<file path="src/rtl/fifo_pack_pkg.sv">
// Shared types and constants for the FIFO word packer.
package fifo_pack_pkg;

  localparam int DEF_WIDTH   = 6;
  localparam int DEF_PACK    = 4;
  localparam int DEF_TIMEOUT = 15;

  typedef enum logic {
    FILL = 1'b0,
    HOLD = 1'b1
  } state_e;

  function automatic int clog2(input int v);
    int r;
    r = 0;
    for (int i = 0; i < 31; i++) begin
      if ((1 << i) < v) r = i + 1;
    end
    return r;
  endfunction

endpackage

</file>
<file path="src/rtl/fifo_word_packer_if.sv">
// FIFO read port plus packed-word stream handshake.
interface fifo_word_packer_if
  import fifo_pack_pkg::*;
#(
  parameter int WIDTH = DEF_WIDTH,
  parameter int PACK  = DEF_PACK
);
  localparam int CW = clog2(PACK + 1);

  logic                    empty;
  logic [WIDTH-1:0]        dIn;
  logic                    rEn;
  logic [WIDTH*PACK-1:0]   oData;
  logic [CW-1:0]           oCount;
  logic                    oValid;
  logic                    oReady;

  modport master (
    input  empty, dIn, oReady,
    output rEn, oData, oCount, oValid
  );

  modport slave (
    output empty, dIn, oReady,
    input  rEn, oData, oCount, oValid
  );

endinterface

</file>
<file path="src/rtl/fifo_pack_timer.sv">
// Idle counter that flushes a partial word after TIMEOUT idle cycles.
module fifo_pack_timer
  import fifo_pack_pkg::*;
#(
  parameter int TIMEOUT = DEF_TIMEOUT
) (
  input  logic clk,
  input  logic rst,
  input  logic clr,
  input  logic inc,
  output logic expired
);

  localparam int TW = clog2(TIMEOUT + 1);

  logic [TW-1:0] cnt_q, cnt_d;

  // Fires on the edge that would bring the count to TIMEOUT.
  assign expired = inc & (cnt_q == TW'(TIMEOUT - 1));

  always_comb begin
    cnt_d = cnt_q;
    if (clr || expired) begin
      cnt_d = '0;
    end else if (inc) begin
      cnt_d = cnt_q + 1'b1;
    end
  end

  always_ff @(posedge clk or negedge rst) begin
    if (!rst) begin
      cnt_q <= '0;
    end else begin
      cnt_q <= cnt_d;
    end
  end

endmodule

</file>
<file path="src/rtl/fifo_word_packer.sv">
// Packs PACK FIFO words into one wide stream word.
// Define PACK_TIMEOUT_EN to flush partial words after TIMEOUT idle cycles.
module fifo_word_packer
  import fifo_pack_pkg::*;
#(
  parameter int WIDTH   = DEF_WIDTH,
  parameter int PACK    = DEF_PACK,
  parameter int TIMEOUT = DEF_TIMEOUT
) (
  input  logic                clk,
  input  logic                rst,
  fifo_word_packer_if.master  bus
);

  localparam int CW = clog2(PACK + 1);
  localparam int DW = WIDTH * PACK;

  state_e         state_q, state_d;
  logic [CW-1:0]  cnt_q, cnt_d;
  logic [CW-1:0]  count_q, count_d;
  logic [DW-1:0]  data_q, data_d;
  logic           pop;
  logic           tmo;

  assign pop = rst & (state_q == FILL) & ~bus.empty;

  assign bus.rEn    = pop;
  assign bus.oData  = data_q;
  assign bus.oCount = count_q;
  assign bus.oValid = (state_q == HOLD);

`ifdef PACK_TIMEOUT_EN
  logic t_clr;
  logic t_inc;

  assign t_inc = (state_q == FILL) & (cnt_q != '0) & bus.empty;
  assign t_clr = pop | (state_q != FILL);

  fifo_pack_timer #(
    .TIMEOUT (TIMEOUT)
  ) u_timer (
    .clk     (clk),
    .rst     (rst),
    .clr     (t_clr),
    .inc     (t_inc),
    .expired (tmo)
  );
`else
  assign tmo = 1'b0;
`endif

  always_comb begin
    state_d = state_q;
    cnt_d   = cnt_q;
    count_d = count_q;
    data_d  = data_q;
    unique case (1'b1)
      (state_q == FILL): begin
        if (pop) begin
          for (int i = 0; i < PACK; i++) begin
            if (cnt_q == CW'(i)) begin
              data_d[i*WIDTH +: WIDTH] = bus.dIn;
            end
          end
          cnt_d = cnt_q + 1'b1;
          if (cnt_q == CW'(PACK - 1)) begin
            state_d = HOLD;
            count_d = CW'(PACK);
          end
        end else if (tmo) begin
          state_d = HOLD;
          count_d = cnt_q;
        end
      end
      (state_q == HOLD): begin
        if (bus.oReady) begin
          state_d = FILL;
          cnt_d   = '0;
          count_d = '0;
          data_d  = '0;
        end
      end
      default: ;
    endcase
  end

  always_ff @(posedge clk or negedge rst) begin
    if (!rst) begin
      state_q <= FILL;
      cnt_q   <= '0;
      count_q <= '0;
      data_q  <= '0;
    end else begin
      state_q <= state_d;
      cnt_q   <= cnt_d;
      count_q <= count_d;
      data_q  <= data_d;
    end
  end

endmodule

</file>
<file path="src/flat_wrapper.sv">
// flat-port wrapper written by rule: the top's interface ports become plain ports
module fifo_word_packer_flat import fifo_pack_pkg::*;
#(
  parameter int WIDTH   = DEF_WIDTH,
  parameter int PACK    = DEF_PACK,
  parameter int TIMEOUT = DEF_TIMEOUT
)
  (clk, rst, bus_empty, bus_dIn, bus_oReady, bus_rEn, bus_oData, bus_oCount, bus_oValid);
  fifo_word_packer_if #(.WIDTH(WIDTH), .PACK(PACK)) bus_i ();
  input  logic clk;
  input  logic rst;
  input wire logic [$bits(bus_i.empty)-1:0] bus_empty;
  input wire logic [$bits(bus_i.dIn)-1:0] bus_dIn;
  input wire logic [$bits(bus_i.oReady)-1:0] bus_oReady;
  output wire logic [$bits(bus_i.rEn)-1:0] bus_rEn;
  output wire logic [$bits(bus_i.oData)-1:0] bus_oData;
  output wire logic [$bits(bus_i.oCount)-1:0] bus_oCount;
  output wire logic [$bits(bus_i.oValid)-1:0] bus_oValid;
  assign bus_i.empty = bus_empty;
  assign bus_i.dIn = bus_dIn;
  assign bus_i.oReady = bus_oReady;
  assign bus_rEn = bus_i.rEn;
  assign bus_oData = bus_i.oData;
  assign bus_oCount = bus_i.oCount;
  assign bus_oValid = bus_i.oValid;
  fifo_word_packer #(.WIDTH(WIDTH), .PACK(PACK), .TIMEOUT(TIMEOUT)) u_core (.clk(clk), .rst(rst), .bus(bus_i));
endmodule
</file>
<file path="config.mk">
export PLATFORM = sky130hd
export DESIGN_NAME = fifo_word_packer_flat
export DESIGN_NICKNAME = d
export VERILOG_FILES = /design/src/rtl/fifo_pack_pkg.sv /design/src/rtl/fifo_word_packer_if.sv /design/src/rtl/fifo_pack_timer.sv /design/src/rtl/fifo_word_packer.sv /design/src/flat_wrapper.sv
export SDC_FILE = /design/constraint.sdc
export NUM_CORES = 1
export LEC_CHECK = 0
export CAP_MARGIN = 20
export CORE_AREA = 2 2 55 57
export DETAILED_ROUTE_END_ITERATION = 6
export DIE_AREA = 0 0 57 59
export GPL_ROUTABILITY_DRIVEN = 0
export PLACE_DENSITY = 0.81
export RECOVER_POWER = 100
export SLEW_MARGIN = 5
export SYNTH_ARGS = -nofsm -noshare
export SYNTH_HDL_FRONTEND = slang
export SYNTH_SLANG_ARGS = --single-unit
</file>
<file path="constraint.sdc">
create_clock -name clk -period 3.91 [get_ports clk]
set_clock_uncertainty 0.2 [all_clocks]
set_input_delay 0.782 -clock clk [delete_from_list [all_inputs] [get_ports clk]]
set_output_delay 0.782 -clock clk [all_outputs]
set_load 0.05 [all_outputs]
</file>
* Word-level counts from Yosys, hierarchy flattened
Cells that the tools add are included.
** Word-level totals
- Output and inout port bits :: 29
- Bits in read-only memories :: 0
- Register bits after elaboration :: 31
- Latch bits :: 0
- Memory bits (writable) :: 0
- Memories :: 0
- Input bits :: 10
** Cells by class
- $mul :: 0
- Multiplexer cells :: 17
- Order comparisons :: 0
- Div/mod/pow operators :: 0
- Bitwise gates (word level) :: 4
- Reductions and logical operators :: 6
- Shifts and indexed selects :: 0
- Equality and inequality tests :: 9
- $add $sub $neg :: 1
** Operators with widths (number)
- $mux 24 :: 2
- $pmux 24 s2 :: 1
- $mux 6 :: 4
- $mux 3 :: 4
- $ne 2x2->1 const B :: 6
- $pmux 3 s2 :: 2
- $reduce_and 3->1 :: 4
- $eq 3x2->1 const B :: 2
- $add 3x1->3 const B :: 1
- $eq 3x1->1 const B :: 1
- $logic_not 3->1 :: 1
- $mux 1 :: 3
- $and 1x1->1 :: 2
- $not 1->1 :: 2
- $pmux 1 s2 :: 1
- $reduce_and 2->1 :: 1

* Logic depth before layout (Yosys ltp)
Gate-level depths: netlist (run 1).
- Depth in word-level cells :: 5
- Mapped depth :: 6
- Depth with buffers taken out :: 5

* Worst setup path after synthesis (run 1)
No wires, ideal clock.
- Kind :: input to output
- Start :: input bus_empty
- End :: output bus_rEn
- Slack :: 1450 ps
- Stages on the path :: 3
- Required time :: 2928 ps
- Path buffers :: 1
- Arrival time :: 1478 ps
- Path through :: or3b_1 > clkbuf_1 > inv_2
** Between the ends
- Cells in the longest elaborated chain, start to end :: 2
** Ends and longest elaborated chain
- start, declared :: line flat_wrapper.sv:12 : input wire logic [$bits(bus_i.empty)-1:0] bus_empty;
- $not 1->1 :: line fifo_word_packer.sv:25 : assign pop = rst & (state_q == FILL) & ~bus.empty;
- $and 1x1->1 :: line fifo_word_packer.sv:25
- end, declared :: line flat_wrapper.sv:15 : output wire logic [$bits(bus_i.rEn)-1:0] bus_rEn;
No other way between the ends.

* Final worst setup path (run 1)
- Start :: input rst
- End :: output bus_rEn
** Between the ends
- Cells in the longest elaborated chain, start to end :: 2
** Ends and longest elaborated chain
- start, declared :: line flat_wrapper.sv:11 : input logic rst;
- $and 1x1->1 (2 in series) :: line fifo_word_packer.sv:25
No other way between the ends.

==> summary.txt, run 1 <==
Global route
  • Largest net degree at the start of global routing: 29
  • Antenna violations before repair: 0
  • Vias in the first global route: 1,064
  • First-pass GRT wire length: approximately 5000 µm
  • Total gr overflow: 0
  • Global Route Usage Sum: about a fifth

Placement
  • Final HPWL DP: 2100 µm
  • Worst slack, placed: 0.690 ns
  • Buffers on Ports: 36

Power and ir drop
  • P_leak: 0.834 nW
  • PwrDens: 842 nW/µm²
  • Pwr Total: between 0.001 and 0.0015 W
  • Max VDD drop: 0.000551 V

Clocking
  • Root buf cell: clkbuf_4
  • Worst-skew pair later-pin latency: 0.32 ns
  • Cts-stage hold buffer count: 0
  • TritonCTS clock tree: done
  • Clock Path Buffers: 2
  • Post-CTS setup buffer count: 0
  • CTS Buf Count: 5
  • Post_cts resized: 0
  • H-tree levels: 2
  • Clk slew on worst S/H paths: roughly 0.080 ns
  • CTS sink count: 29

Die
  • Die Width: between 50 and 60 µm
  • Initial core utilization: about half
  • Die Ht: just under 60 µm
  • Die ar.: 3360 µm²
  • Core Box Area: 2710 µm²
  • IO Count: 39
  • FP Rows: 19

Critical path
  • Crit path kind: in2out
  • Endpoint class of the critical path: output port
  • CP Data Arrival Time: ~2.3 ns
  • CP required: 2.93 ns
  • Flop2flop setup slack: 1.62 ns
  • R2R Path End: u_core.bus.oData[2]$_DFFE_PN0P_
  • Worst R2R Start: u_core.bus.oValid$_DFF_PN0_
  • Critical Path Source Type: primary input
  • Critical path fanouts, max: 16
  • Worst R2R Path Depth: 3

Final layout
  • Final nets: 190
  • Flip-flop and latch area: about 730 µm²
  • Final Util: between 60% and 70%
  • Number of diodes: 0
  • Layout cells sized above 1: 6.29%
  • Fillcell total: 232
  • Area delta synth->final: 32.1%
  • Multi-input logic area: 503 µm²

Worst hold path
  • Worst Hold End: u_core.bus.oCount[2]$_DFFE_PN0P_
  • Worst hold path type: reg2reg
  • Hold path start: u_core.bus.oCount[2]$_DFFE_PN0P_
  • Hold Crit Depth: 1

STA
  • RSZ-0062 raised after global routing: false
  • Slew headroom: between 20 and 25%
  • Final Max Slew Viols: 0
  • Final Cycle Share: 84.0%
  • Fin. Hold Viols: 0
  • Final Worst Setup Slack: roughly 0.62 ns
  • Fin Setup TNS: 0 ns
  • Final Setup Violations: 0
  • Tightest Pin Transition: around 1.2 ns
  • Fmax achieved: 304 MHz
  • Tmin final: around 3.3 ns

Yosys
  • Part of the Yosys area used for sequential elements: between 50 and 60%
  • Share of the synthesized area in the top cell type: a little under three fifths
  • Synth warn: 0
  • #FFs+latches synth: 29
  • Mapped cell area: 1310 µm²
  • Cells after synthesis: 136
  • Cell variety after synth: 20
  • Synth Area per Inst: ~9.6 µm²
  • Synth top area cells: dfrtp_1 (55%), nand2_1 (9.5%), nand3_1 (8.0%)
  • Cell accounting for the most synthesized area: dfrtp_1

Routing
  • ANT nets after route: 0
  • Drt pass-1 iters: 4
  • Average via count per standard cell: 5.17
  • Via count: 1,064
  • WL per Instance: ~14 µm
  • Total Wirelength: 2850 µm
  • DR iter-0 viols: 25
  • Drt drc: 0

Run
  • Maximum capacitance violations: 0

Status
  • Status: completed
-- flip-flops by register name (all words and copies together), names as in the netlist --
register,cells
u_core.bus.oValid,1
u_core.bus.oCount,1
u_core.bus.oData,24
u_core.cnt_q,3
-- final cells by class --
class / instances / share of cell area, %
Multi-Input combinational cell: 95 / 29.1
Inverter: 5 / 1.08
Sequential cell: 29 / 41.9
Timing Repair Buffer: 39 / 22.5
Clock buffer: 7 / 3.18
Tap cell: 31 / 2.24
-- how the worst max path moves through the flow --
stage / start / to / slack (ns) / cells after the start
2_1_floorplan: bus_empty / bus_rEn / 1.45 / 3
3_3_place_gp: rst / bus_rEn / 0.73 / 5
3_5_place_dp: rst / bus_rEn / 0.69 / 5
4_1_cts: rst / bus_rEn / 0.69 / 5
5_1_grt: rst / bus_rEn / 0.52 / 5
6_report: rst / bus_rEn / 0.62 / 5
-- cell families (layout without fill, tap and decap cells) --
kind of cell | Yosys count | count (layout) | synth area share [%]
and+or+nand+nor | 60 | 60 | 22.5
DFF | 29 | 29 | 55.4
AOI/OAI and AO/OA | 28 | 28 | 11.4
buffers and inverters | 13 | 51 | 5.63
adders and majority gates | 5 | 5 | 4.78
other | 1 | 2 | 0.286
-- cell usage in the layout (no fill, tap or decap) --
cell type        count
inv_1                5
or3b_1               1
buf_12               1
ha_1                 5
nor4b_2              1
o21ai_1              4
and4bb_1             1
o21ai_0             21
clkbuf_4             5
nand3_1             21
clkbuf_1             2
clkbuf_8             1
conb_1               2
a21o_1               2
o21ai_2              1
and2_0               3
buf_4                2
dlygate4sd3_1       28
nand2_1             33
dfrtp_1             29
clkdlybuf4s50_1      7
-- routing by layer --
| metal | track usage (%) | up-vias | share of wire (%) |
|---|---|---|---|
| met2 | 30.7 | 34 | 47 |
| met1 | 25.8 | 489 | 44 |
| met5 | 0 | - | 0 |
| met3 | 5.68 | 12 | 5.4 |
| li1 | - | 529 | - |
| met4 | 11.3 | 0 | 3.2 |
-- synthesized netlist by cell type, drive strengths merged --
master,n
o21ai,26
buf,6
and2,3
conb,1
a21o,2
ha,5
clkbuf,2
and4bb,1
nand3,21
dfrtp,29
nor4b,1
inv,5
nand2,33
or3b,1
-- where the power goes --
part | total (W) | switching [W] | internal [W]
Clock | 0.000186 | 0.000101 | 0.0000848
Sequential | 0.000485 | 0.0000679 | 0.000417
Combinational | 0.000786 | 0.000561 | 0.000225
-- critical path: stages --
cell	delay (ns)
dlygate4sd3_1	0.55
buf_4	0.23
or3b_1	0.45
inv_1	0.14
buf_12	0.15
-- stage by stage --
stage | std cells | cell area, µm² | hold WS, ns
6_report | 206 | 1730 | 0.276
5_1_grt | 206 | 1730 | 0.318
4_1_cts | 206 | 1750 | 0.284
3_5_place_dp | 199 | 1690 | 0.265
3_3_place_gp | 199 | 1690 | 0.261
2_1_floorplan | 137 | 1310 | 0.286
No activity file was read; power rests on OpenSTA's default activity.
==> inputs of run 2 (changes only) <==
--- a/config.mk
+++ b/config.mk
@@ -6,11 +6,11 @@
 export NUM_CORES = 1
 export LEC_CHECK = 0
 export CAP_MARGIN = 20
-export CORE_AREA = 2 2 55 57
+export CORE_AREA = 2 2 60 62
 export DETAILED_ROUTE_END_ITERATION = 6
-export DIE_AREA = 0 0 57 59
+export DIE_AREA = 0 0 62 64
 export GPL_ROUTABILITY_DRIVEN = 0
-export PLACE_DENSITY = 0.81
+export PLACE_DENSITY = 0.72
 export RECOVER_POWER = 100
 export SLEW_MARGIN = 5
 export SYNTH_ARGS = -nofsm -noshare
==> constraint.sdc (replaced) <==
create_clock -name clk -period 2.85 [get_ports clk]
set_clock_uncertainty 0.2 [all_clocks]
set_input_delay 0.57 -clock clk [delete_from_list [all_inputs] [get_ports clk]]
set_output_delay 0.57 -clock clk [all_outputs]
set_load 0.05 [all_outputs]
==> summary.txt, run 2 (synthesis results as in run 1) <==
Status
  • Status: completed

Routing
  • Average via count per standard cell: slightly below 5
  • DR iter-0 viols: 48
  • ANT nets after route: 0
  • Drt drc: 0
  • Total Wirelength: 3020 µm
  • WL per Instance: 13.5 µm
  • Via count: 1,107
  • Drt pass-1 iters: 4

STA
  • Final Worst Setup Slack: 0.197 ns
  • Slew headroom: 65.1%
  • Final Max Slew Viols: 0
  • Fmax achieved: 377 MHz
  • RSZ-0062 raised after global routing: false
  • Tmin final: roughly 2.7 ns
  • Fin Setup TNS: 0 ns
  • Final Setup Violations: 0
  • Tightest Pin Transition: 0.521 ns
  • Fin. Hold Viols: 0
  • Final Cycle Share: 93.1%

Global route
  • Most Crowded Layer GR: met2
  • First-pass GRT wire length: 4950 µm
  • Antenna violations before repair: 0
  • Vias in the first global route: 1,064
  • Global Route Usage Sum: 17.4%
  • Largest net degree at the start of global routing: 32
  • Total gr overflow: 0
  • Met3 Resource Use GR: 6.88%
  • Met2 Use GR: 24.5%
  • GR Layer Usage met1: 22.7%

Power and ir drop
  • P_leak: 0.865 nW
  • Max VDD drop: 0.000444 V
  • PwrDens: 1200 nW/µm²

Final layout
  • Final Instance Area: 1810 µm²
  • Fillcell total: between 200 and 300
  • Commonest non-fill, non-tap cell in the layout: nand2_1
  • Number of diodes: 0
  • Max reg flops: 24
  • Commonest non-fill, non-tap cells in the layout: nand2_1 (33), dfrtp_1 (29), dlygate4sd3_1 (27), nand3_1 (21), o21ai_0 (20)
  • Area delta synth->final: 38.3%
  • Layout cells sized above 1: slightly below 8%
  • Final nets: 191

Die
  • Initial core utilization: between 30 and 40%
  • IO Count: 39
  • Die Ht: roughly 64 µm
  • Die Width: about 62 µm
  • FP Rows: 21
  • Die ar.: just under 4000 µm²
  • Core Box Area: approximately 3300 µm²

Placement
  • Final HPWL DP: 2210 µm
  • Buffers on Ports: 36
  • Worst slack, placed: about 0.16 ns
  • DP Area: 1720 µm²

Clocking
  • Root buf cell: clkbuf_4
  • CTS Buf Count: 5
  • Post_cts resized: 0
  • Clk slew on worst S/H paths: ~0.09 ns
  • Clock Path Buffers: 2
  • Post-CTS setup buffer count: 0
  • H-tree levels: 2
  • Worst-skew pair later-pin latency: 0.33 ns
  • Cts-stage hold buffer count: 0
  • TritonCTS clock tree: done
  • CTS sink count: 29

Critical path
  • Endpoint class of the critical path: output port
  • CP required: 2.08 ns
  • Critical path fanouts, max: 6
  • Flop2flop setup slack: 1.05 ns
  • Critical Path Source Type: primary input
  • CP Data Arrival Time: 1.88 ns
  • Crit path kind: in2out

Worst hold path
  • Worst hold path type: reg2reg

Run
  • Maximum capacitance violations: 0
## run 2: through the flow
stage	hold slack, ns	utilization, %	power [W]	std cells
finish	0.302	55.2	0.00217	223
global route	0.328	55.2	0.00230	223
CTS	0.317	55.4	0.00226	223
detailed placement	0.274	52.3	0.00184	215
global placement	0.268	52.3	0.00182	215
floorplan	0.0744	-	0.00145	137
## run 2: path summary, 6_finish.rpt
| path | cells after the start | start | end |
|---|---|---|---|
| worst min-delay path | 1 | u_core.bus.oCount[2]$_DFFE_PN0P_ | u_core.bus.oCount[2]$_DFFE_PN0P_ |
| max in group asynchronous | 2 | rst | u_core.bus.oData[7]$_DFFE_PN0P_ |
| worst max register to register | 4 | u_core.bus.oValid$_DFF_PN0_ | u_core.bus.oData[10]$_DFFE_PN0P_ |
| worst max-delay path | 4 | rst | bus_rEn |
| min in group asynchronous | 2 | rst | u_core.bus.oData[17]$_DFFE_PN0P_ |
| worst min register to register | 1 | u_core.bus.oCount[2]$_DFFE_PN0P_ | u_core.bus.oCount[2]$_DFFE_PN0P_ |
## run 2: worst max-delay path, cell delays in order
cell           delay (ns)
dlygate4sd3_1        0.56
or3b_1               0.45
inv_1                0.15
buf_12               0.15
## run 2: final cells by class
| class | instances | area (µm²) | share of cell area, % |
|---|---|---|---|
| Timing Repair Buffer | 40 | 393 | 21.7 |
| Clock buffer | 5 | 37.5 | 2.07 |
| Sequential cell | 29 | 726 | 40.1 |
| Tap cell | 46 | 57.6 | 3.18 |
| Inverter | 5 | 18.8 | 1.04 |
| Multi-Input combinational cell | 95 | 514 | 28.4 |
| Clock inverter | 3 | 65.1 | 3.59 |
## run 2: power breakdown
group          internal (W)  switching [W]
clock network      0.000272       0.000147
logic              0.000313       0.000769
registers          0.000572      0.0000956
## run 2: per-layer routing
metal  vias to the layer above  wire length, µm
met4                         0               69
li1                        533                -
met1                       536             1320
met3                         7              162
met5                         -                0
met2                        31             1460
